$ cat src/rtl/alu_pkg.sv
// Shared ALU control and forwarding encodings used by decode, hazard unit and execute.
package alu_pkg;

    localparam int unsigned ALU_W  = 3;
    localparam int unsigned FWD_W  = 2;
    localparam int unsigned RSRC_W = 2;

    localparam logic [ALU_W-1:0] ALU_ADD = 3'b000;
    localparam logic [ALU_W-1:0] ALU_SUB = 3'b001;
    localparam logic [ALU_W-1:0] ALU_AND = 3'b010;
    localparam logic [ALU_W-1:0] ALU_OR  = 3'b011;
    localparam logic [ALU_W-1:0] ALU_SLT = 3'b101;
    localparam logic [ALU_W-1:0] ALU_SLL = 3'b110;

    localparam logic [FWD_W-1:0] FWD_REG = 2'b00;
    localparam logic [FWD_W-1:0] FWD_WB  = 2'b01;
    localparam logic [FWD_W-1:0] FWD_MEM = 2'b10;

endpackage

$ cat src/rtl/alu.sv
// Combinational RV32 ALU driven by the 3-bit ALUControl code; unused codes yield 0.
module alu
    import alu_pkg::*;
#(
    parameter int unsigned XLEN = 32
) (
    input  logic [XLEN-1:0]  a,
    input  logic [XLEN-1:0]  b,
    input  logic [ALU_W-1:0] alu_control,
    output logic [XLEN-1:0]  result,
    output logic             zero
);

    localparam int unsigned SHW = $clog2(XLEN);

    always_comb begin
        result = '0;
        case (alu_control)
            ALU_ADD: result = a + b;
            ALU_SUB: result = a - b;
            ALU_AND: result = a & b;
            ALU_OR:  result = a | b;
            ALU_SLT: result = {{(XLEN-1){1'b0}}, ($signed(a) < $signed(b))};
            // Shift amount uses only the low bits of b.
            ALU_SLL: result = a << b[SHW-1:0];
            default: result = '0;
        endcase
    end

    assign zero = (result == '0);

endmodule

$ cat src/rtl/ex_stage.sv
// Execute stage: ID/EX register with stall/flush, forwarding muxes, ALU, beq resolve, EX/MEM register.
module ex_stage
    import alu_pkg::*;
#(
    parameter int unsigned XLEN = 32,
    parameter int unsigned RA_W = 5
) (
    input  logic              clk,
    input  logic              rst,
    input  logic              stall_e,
    input  logic              flush_e,
    input  logic              valid_d,
    input  logic [ALU_W-1:0]  alu_control_d,
    input  logic              alu_src_d,
    input  logic              reg_write_d,
    input  logic              mem_write_d,
    input  logic [RSRC_W-1:0] result_src_d,
    input  logic              branch_d,
    input  logic [XLEN-1:0]   rd1_d,
    input  logic [XLEN-1:0]   rd2_d,
    input  logic [XLEN-1:0]   imm_d,
    input  logic [XLEN-1:0]   pc_d,
    input  logic [RA_W-1:0]   rs1_d,
    input  logic [RA_W-1:0]   rs2_d,
    input  logic [RA_W-1:0]   rd_d,
    input  logic [FWD_W-1:0]  forward_a_e,
    input  logic [FWD_W-1:0]  forward_b_e,
    input  logic [XLEN-1:0]   result_w,
    output logic [RA_W-1:0]   rs1_e,
    output logic [RA_W-1:0]   rs2_e,
    output logic [RA_W-1:0]   rd_e,
    output logic              pc_src_e,
    output logic [XLEN-1:0]   pc_target_e,
    output logic              valid_m,
    output logic              reg_write_m,
    output logic              mem_write_m,
    output logic [RSRC_W-1:0] result_src_m,
    output logic [XLEN-1:0]   alu_result_m,
    output logic [XLEN-1:0]   write_data_m,
    output logic [RA_W-1:0]   rd_m
);

    typedef struct packed {
        logic              valid;
        logic [ALU_W-1:0]  alu_control;
        logic              alu_src;
        logic              reg_write;
        logic              mem_write;
        logic [RSRC_W-1:0] result_src;
        logic              branch;
        logic [XLEN-1:0]   rd1;
        logic [XLEN-1:0]   rd2;
        logic [XLEN-1:0]   imm;
        logic [XLEN-1:0]   pc;
        logic [RA_W-1:0]   rs1;
        logic [RA_W-1:0]   rs2;
        logic [RA_W-1:0]   rd;
    } id_ex_t;

    typedef struct packed {
        logic              valid;
        logic              reg_write;
        logic              mem_write;
        logic [RSRC_W-1:0] result_src;
        logic [XLEN-1:0]   alu_result;
        logic [XLEN-1:0]   write_data;
        logic [RA_W-1:0]   rd;
    } ex_mem_t;

    id_ex_t  id_ex_q, id_ex_d;
    ex_mem_t ex_mem_q, ex_mem_d;

    logic [XLEN-1:0] src_a, fwd_b, src_b, alu_result;
    logic            alu_zero;

    function automatic logic [XLEN-1:0] fwd_mux(input logic [FWD_W-1:0] sel,
                                                input logic [XLEN-1:0]  reg_v,
                                                input logic [XLEN-1:0]  wb_v,
                                                input logic [XLEN-1:0]  mem_v);
        case (sel)
            FWD_WB:  return wb_v;
            FWD_MEM: return mem_v;
            default: return reg_v;
        endcase
    endfunction

    // ID/EX next state: flush beats stall, stall holds, otherwise capture decode.
    always_comb begin
        id_ex_d = id_ex_q;
        if (flush_e) begin
            id_ex_d = '0;
        end else if (!stall_e) begin
            id_ex_d.valid       = valid_d;
            id_ex_d.alu_control = alu_control_d;
            id_ex_d.alu_src     = alu_src_d;
            id_ex_d.reg_write   = reg_write_d;
            id_ex_d.mem_write   = mem_write_d;
            id_ex_d.result_src  = result_src_d;
            id_ex_d.branch      = branch_d;
            id_ex_d.rd1         = rd1_d;
            id_ex_d.rd2         = rd2_d;
            id_ex_d.imm         = imm_d;
            id_ex_d.pc          = pc_d;
            id_ex_d.rs1         = rs1_d;
            id_ex_d.rs2         = rs2_d;
            id_ex_d.rd          = rd_d;
        end
    end

    always_comb begin
        src_a = fwd_mux(forward_a_e, id_ex_q.rd1, result_w, ex_mem_q.alu_result);
        fwd_b = fwd_mux(forward_b_e, id_ex_q.rd2, result_w, ex_mem_q.alu_result);
        src_b = id_ex_q.alu_src ? id_ex_q.imm : fwd_b;
    end

    alu #(.XLEN(XLEN)) u_alu (
        .a           (src_a),
        .b           (src_b),
        .alu_control (id_ex_q.alu_control),
        .result      (alu_result),
        .zero        (alu_zero)
    );

    // EX/MEM never stalls; side-effecting controls are qualified by valid.
    always_comb begin
        ex_mem_d            = '0;
        ex_mem_d.valid      = id_ex_q.valid;
        ex_mem_d.reg_write  = id_ex_q.valid & id_ex_q.reg_write;
        ex_mem_d.mem_write  = id_ex_q.valid & id_ex_q.mem_write;
        ex_mem_d.result_src = id_ex_q.result_src;
        ex_mem_d.alu_result = alu_result;
        ex_mem_d.write_data = fwd_b;
        ex_mem_d.rd         = id_ex_q.rd;
    end

    always_ff @(posedge clk or posedge rst) begin
        if (rst) begin
            id_ex_q  <= '0;
            ex_mem_q <= '0;
        end else begin
            id_ex_q  <= id_ex_d;
            ex_mem_q <= ex_mem_d;
        end
    end

    assign rs1_e        = id_ex_q.rs1;
    assign rs2_e        = id_ex_q.rs2;
    assign rd_e         = id_ex_q.rd;
    assign pc_src_e     = id_ex_q.valid & id_ex_q.branch & alu_zero;
    assign pc_target_e  = id_ex_q.pc + id_ex_q.imm;
    assign valid_m      = ex_mem_q.valid;
    assign reg_write_m  = ex_mem_q.reg_write;
    assign mem_write_m  = ex_mem_q.mem_write;
    assign result_src_m = ex_mem_q.result_src;
    assign alu_result_m = ex_mem_q.alu_result;
    assign write_data_m = ex_mem_q.write_data;
    assign rd_m         = ex_mem_q.rd;

endmodule

$ cat config.mk
export PLATFORM = sky130hd
export DESIGN_NAME = ex_stage
export DESIGN_NICKNAME = d
export VERILOG_FILES = /design/src/rtl/alu_pkg.sv /design/src/rtl/alu.sv /design/src/rtl/ex_stage.sv
export SDC_FILE = /design/constraint.sdc
export NUM_CORES = 1
export LEC_CHECK = 0
export CAP_MARGIN = 20
export CORE_ASPECT_RATIO = 0.6
export CORE_MARGIN = 2
export CORE_UTILIZATION = 28
export CTS_CLUSTER_SIZE = 14
export DETAILED_ROUTE_END_ITERATION = 7
export DONT_BUFFER_PORTS = 1
export PLACE_DENSITY = 0.46
export SYNTH_ARGS = -nofsm -noshare
export SYNTH_HDL_FRONTEND = slang
export SYNTH_HIERARCHICAL = 1
export SYNTH_SLANG_ARGS = --single-unit
$ cat constraint.sdc
create_clock -name clk -period 22.2 [get_ports clk]
set_clock_uncertainty 0.15 [all_clocks]
set_input_delay 5.55 -clock clk [delete_from_list [all_inputs] [get_ports clk]]
set_output_delay 5.55 -clock clk [all_outputs]
set_load 0.02 [all_outputs]
* Word level (Yosys, flattened, before mapping)
Index checks and enable logic that the tools add are counted.
** Storage, ports and cells
- Output and inout port bits :: 122
- Input bits :: 193
- Word-level logic and storage cells :: 50
- Flip-flop bits (word level) :: 227
** Operators by class
- Bitwise operators :: 6
- Mux-type cells :: 6
- Reduce and logical (&&, ||, !) cells :: 2
- Equality and inequality tests :: 10
- Order comparisons :: 1
- Add/subtract/negate cells :: 3
- Shift-type cells :: 1
** Operators by type and width (number)
- $mux 153 :: 2
- $pmux 32 s6 :: 1
- $pmux 32 s2 :: 2
- $add 32x32->32 :: 2
- $and 32x32->32 :: 1
- $logic_not 32->1 :: 1
- $lt 32x32->1 :: 1
- $mux 32 :: 1
- $or 32x32->32 :: 1
- $shl 32x5->32 :: 1
- $sub 32x32->32 :: 1
- $eq 3x2->1 const B :: 2
- $eq 3x3->1 const B :: 2
- $and 1x1->1 :: 4
- $eq 2x1->1 const B :: 2
- $eq 2x2->1 const B :: 2
- $eq 3x1->1 const B :: 1
- $logic_not 3->1 :: 1
- $ne 2x1->1 const B :: 1

* Logic depth before layout (Yosys ltp)
- Word-level depth :: 7
- Gate-level depth with buffers :: 23
- Depth with buffers taken out :: 20

* Hierarchy
The synthesis kept the hierarchy.
** By module, submodules not included
- ex_stage :: sequential area each 5680.4 µm², cells an instance 1093, instances 1, area an instance 11359.6 µm²
- alu :: sequential area each 0.0 µm², cells an instance 1042, instances 1, area an instance 7269.5 µm²

* Worst setup path after synthesis
No wires, ideal clock.
- Path type :: in2out
- Start :: in forward_b_e[0]
- End :: out pc_src_e
- Path slack :: 5533 ps
- Cell stages on the path :: 23
- Arrival time :: 10967 ps
- Path buffers :: 4
- Required time :: 16500 ps
- Cells stage by stage :: inv_1 -> ha_1 -> clkbuf_1 -> clkbuf_1 -> nand2_1 -> o21ai_0 -> mux2_2 -> buf_2 -> inv_2 -> buf_1 -> ha_1 -> o21bai_1 -> nor4b_2 -> o211ai_4 -> a311oi_2 -> nor4b_4 -> o31ai_2 -> a2111oi_0 -> a311o_1 -> or4_1 -> or4_1 -> nor4_2 -> and3_1
** RTL lines
- start, declared :: line ex_stage.sv:27 : input logic [FWD_W-1:0] forward_b_e,
- end, declared :: line ex_stage.sv:32 : output logic pc_src_e,

==> summary.md <==
| Metric | Value |
|---|---|
| Status | `complete, no violations` |
| CP Buf/Inv Count | `3` |
| Clock slew at reported path FFs | `roughly 0.060 ns` |
| Hold WS | `about 0.22 ns` |
| DP Worst Slack | `approximately 3.7 ns` |
| Distinct cells, synth | `between 90 and 100` |
| Grt ovf | `0` |
| Placed wire-length estimate | `approximately 65000 um` |
| Input/output buffers | `0` |
| Site Rows | `between 70 and 80` |
| Top_reg_cell synth | `dfrtp_1` |
| Final Critical Period | `around 19 ns` |
| Die area | `0.0687 mm^2` |
| DR vias/cell | `between 5 and 6` |
| Commonest non-fill, non-tap cell in the layout | `nor2_1` |
| Layout cell share with drive strength beyond 1 | `0.0928` |
| Die Span Y | `about 200 um` |
| Yosys reg bits | `approximately 230` |
| Worst-path fanout max | `38` |
| Most frequent cells in the layout | `nor2_1, dfrtp_1, mux2i_1` |
| Clock root buffer master | `clkbuf_16` |
| Starting DRT DRC Count | `approximately 1900` |
| Worst hold path type | `register to register` |
| Max Fclk | `53.3 MHz` |
| Power Dens Cells | `~75 mW/mm^2` |
| Number of synthesized flops with an enable pin | `0` |
| TritonCTS clock tree | `yes` |
| Area of the mapped netlist | `about 0.019 mm^2` |
| Core footprint | `~0.066 mm^2` |
| Gate power share | `0.360` |
| Syn-to-layout area delta | `8.76%` |
| Global placer's final weighted congestion | `a little under 1` |
| Setup Fix Bufs, Post-CTS | `0` |
| First-pass GRT wire length | `approximately 120000 um` |
| Crit-path leading delay family | `simple AND/OR/NAND/NOR gates` |
| Clk_lat worst skew | `between 0.5 and 0.6 ns` |
| WL/cell | `approximately 28 um` |
| Final worst slack | `about 3.5 ns` |
| CTS H-tree depth | `1` |
| # IOs | `roughly 320` |
| Sw frac | `0.428` |
| Register area share after synthesis | `0.305` |
| Final period util | `0.844` |
| Final core utilization | `0.307` |
| Largest net degree at the start of global routing | `154` |
| TritonCTS buffer count | `24` |
| Peak VDD IR | `42.6 uV` |
| Kind of critical path | `input port to output port` |
| Switching pwr | `between 0.0006 and 0.0007 W` |
| Setup crit end kind | `output port` |
| Vias in the first global route | `15900` |
| Final Max Tran Viols | `0` |
| Setup_tns | `0 ns` |
| Post-layout net count | `between 2000 and 2500` |
| Ys async rst share | `1.00` |
| DRC viols | `0` |
| N_diodes | `0` |
| DRT antenna net count | `0` |
| Initial antenna violation count | `2` |
| Top post-synthesis cells by area | `dfrtp_1, mux2i_1, ha_1, nor2_1, o21ai_0` |
| Internal | `just under 0.0009 W` |
| CTS hold repair buffers | `0` |
| Relative slew slack | `0.241` |
| CP Launch Type | `input port` |
| Clock Power Share | `0.276` |
| Yosys top cell by area | `dfrtp_1` |
| CP Data Required Time | `~17 ns` |
| Final hold violations | `0` |
| Initial Util | `0.282` |
| Vias after detailed routing | `between 15000 and 20000` |
| Syn avg cell area | `between 8 and 9 um^2` |
| Area after DPL | `0.0195 mm^2` |
| CP Data Arrival Time | `13.05 ns` |
| Pre-Repair DR Iteration Count | `6` |
| Worst path max stage delay | `~0.87 ns` |
| Worst path cell trace | `inv_1 > ha_2 > buf_4 > a22oi_1 > o21ai_0 > mux2_2 > inv_1 > ha_1 > or2_2 > a211o_1 > a211oi_1 > a211oi_1 > a221o_1 > nand2_1 > o221ai_1 > nor4_1 > nand4b_1 > or4_1 > nor4_2 > and3_1` |
| Post-synth top area share | `0.305` |
| Slowest stage cell, crit path | `mux2_2` |
| YS warnings | `6` |
| Post-synth net total | `~2500` |
| Total Wirelength | `between 80000 and 90000 um` |
| Synth Instances | `approximately 2100` |
| RSZ-0062 raised after global routing | `false` |
| Final instance area | `between 0.02 and 0.025 mm^2` |
| Setup violations, final | `0` |
| Die width | `337 um` |
| Worst slew pin tran | `1.13 ns` |
| TritonCTS Sinks | `between 200 and 250` |
| Sequential Power Share | `0.365` |
| Leakage | `~8.9 nW` |
| Maximum root-to-sink buffer count | `3` |
| Total of max-cap violations | `0` |
| Post-cts sizing count | `0` |
| Global-route usage over all layers | `0.233` |
==> cells by family after synthesis <==
group | share of synthesized area
mux | 0.161
buf+inv | 0.0586
fa+ha+maj | 0.0966
flops | 0.305
compound gates | 0.207
xor+xnor | 0.0193
simple gates | 0.153
==> worst reg2reg max path, cell delays in order (launching register included) <==
cell and delay (ns):
dfrtp_1 0.59, buf_4 0.44, mux2_2 0.94, inv_1 0.59, ha_1 0.51, or2_2 0.31, a211o_1 0.36, a211oi_1 0.69
a211oi_1 0.39, o21ai_0 0.56, a21o_1 0.23, o211ai_1 0.09, o21ba_2 0.26
==> flip-flops by register name, indices dropped and copies added, names as in the netlist <==
register,cells
alu_result_m,32
ex_mem_d,3
id_ex_q,135
mem_write_m,1
rd_e,5
rd_m,5
reg_write_m,1
result_src_m,2
rs1_e,5
rs2_e,5
valid_m,1
write_data_m,32
==> cells in the mapped netlist, drive strengths merged (11+ instances only) <==
master  number
nor2       263
dfrtp      227
mux2i      192
nand2      172
o21ai      143
ha         139
a21oi      114
inv        109
clkbuf     101
a22oi       66
buf         54
mux2        39
a211oi      33
nand3       33
nor3        32
a21o        31
mux4        28
xnor2       25
o211ai      23
a31oi       18
nor4        18
o221ai      18
o22ai       17
nor2b       16
xor2        16
nand2b      15
o21bai      14
o31ai       14
o21a        11
==> metal layers <==
layer  global-route usage  part of all wire
met1                0.350              0.47
met2                0.316              0.39
met3               0.0870              0.12
met4               0.0314             0.014
met5                    0           0.00020
==> final timing paths <==
check                                   end           start  depth (start not counted)  slack, ns
min in group asynchronous      id_ex_q[136]             rst                          1       4.87
hold / removal              result_src_m[1]    ex_mem_d[70]                          0       0.22
setup reg to reg           alu_result_m[30]    id_ex_q[148]                         12      15.98
max in group asynchronous      id_ex_q[149]             rst                          3      14.90
setup / recovery                   pc_src_e  forward_b_e[0]                         20       3.45
hold reg to reg             result_src_m[1]    ex_mem_d[70]                          0       0.22
==> power groups by stage <==
stage / clock [W] / combinational [W] / sequential (W)
final: 0.000421 / 0.000549 / 0.000556
after global routing: 0.000450 / 0.000592 / 0.000561
after detailed placement: 0 / 0.000531 / 0.000564
after CTS: 0.000431 / 0.000535 / 0.000556
after floorplan: 0 / 0.000388 / 0.000517
after global placement: 0 / 0.000532 / 0.000565
==> cell type report <==
cell class | instances | area, um^2
clock inverters | 9 | 97.6
flip-flops and latches | 227 | 5680
inverters | 110 | 420
fillers | 7001 | 45800
clock buffers | 34 | 698
repair buffers | 45 | 335
multi-input cells | 1643 | 11900
well taps | 900 | 1130
==> through the flow <==
stage	total power [W]	std cells
after global routing	0.00160	2968
final	0.00153	2968
after global placement	0.00110	2924
after CTS	0.00152	2967
after detailed placement	0.00110	2924
after floorplan	0.000905	2135
(Power assumes the default switching activity.)
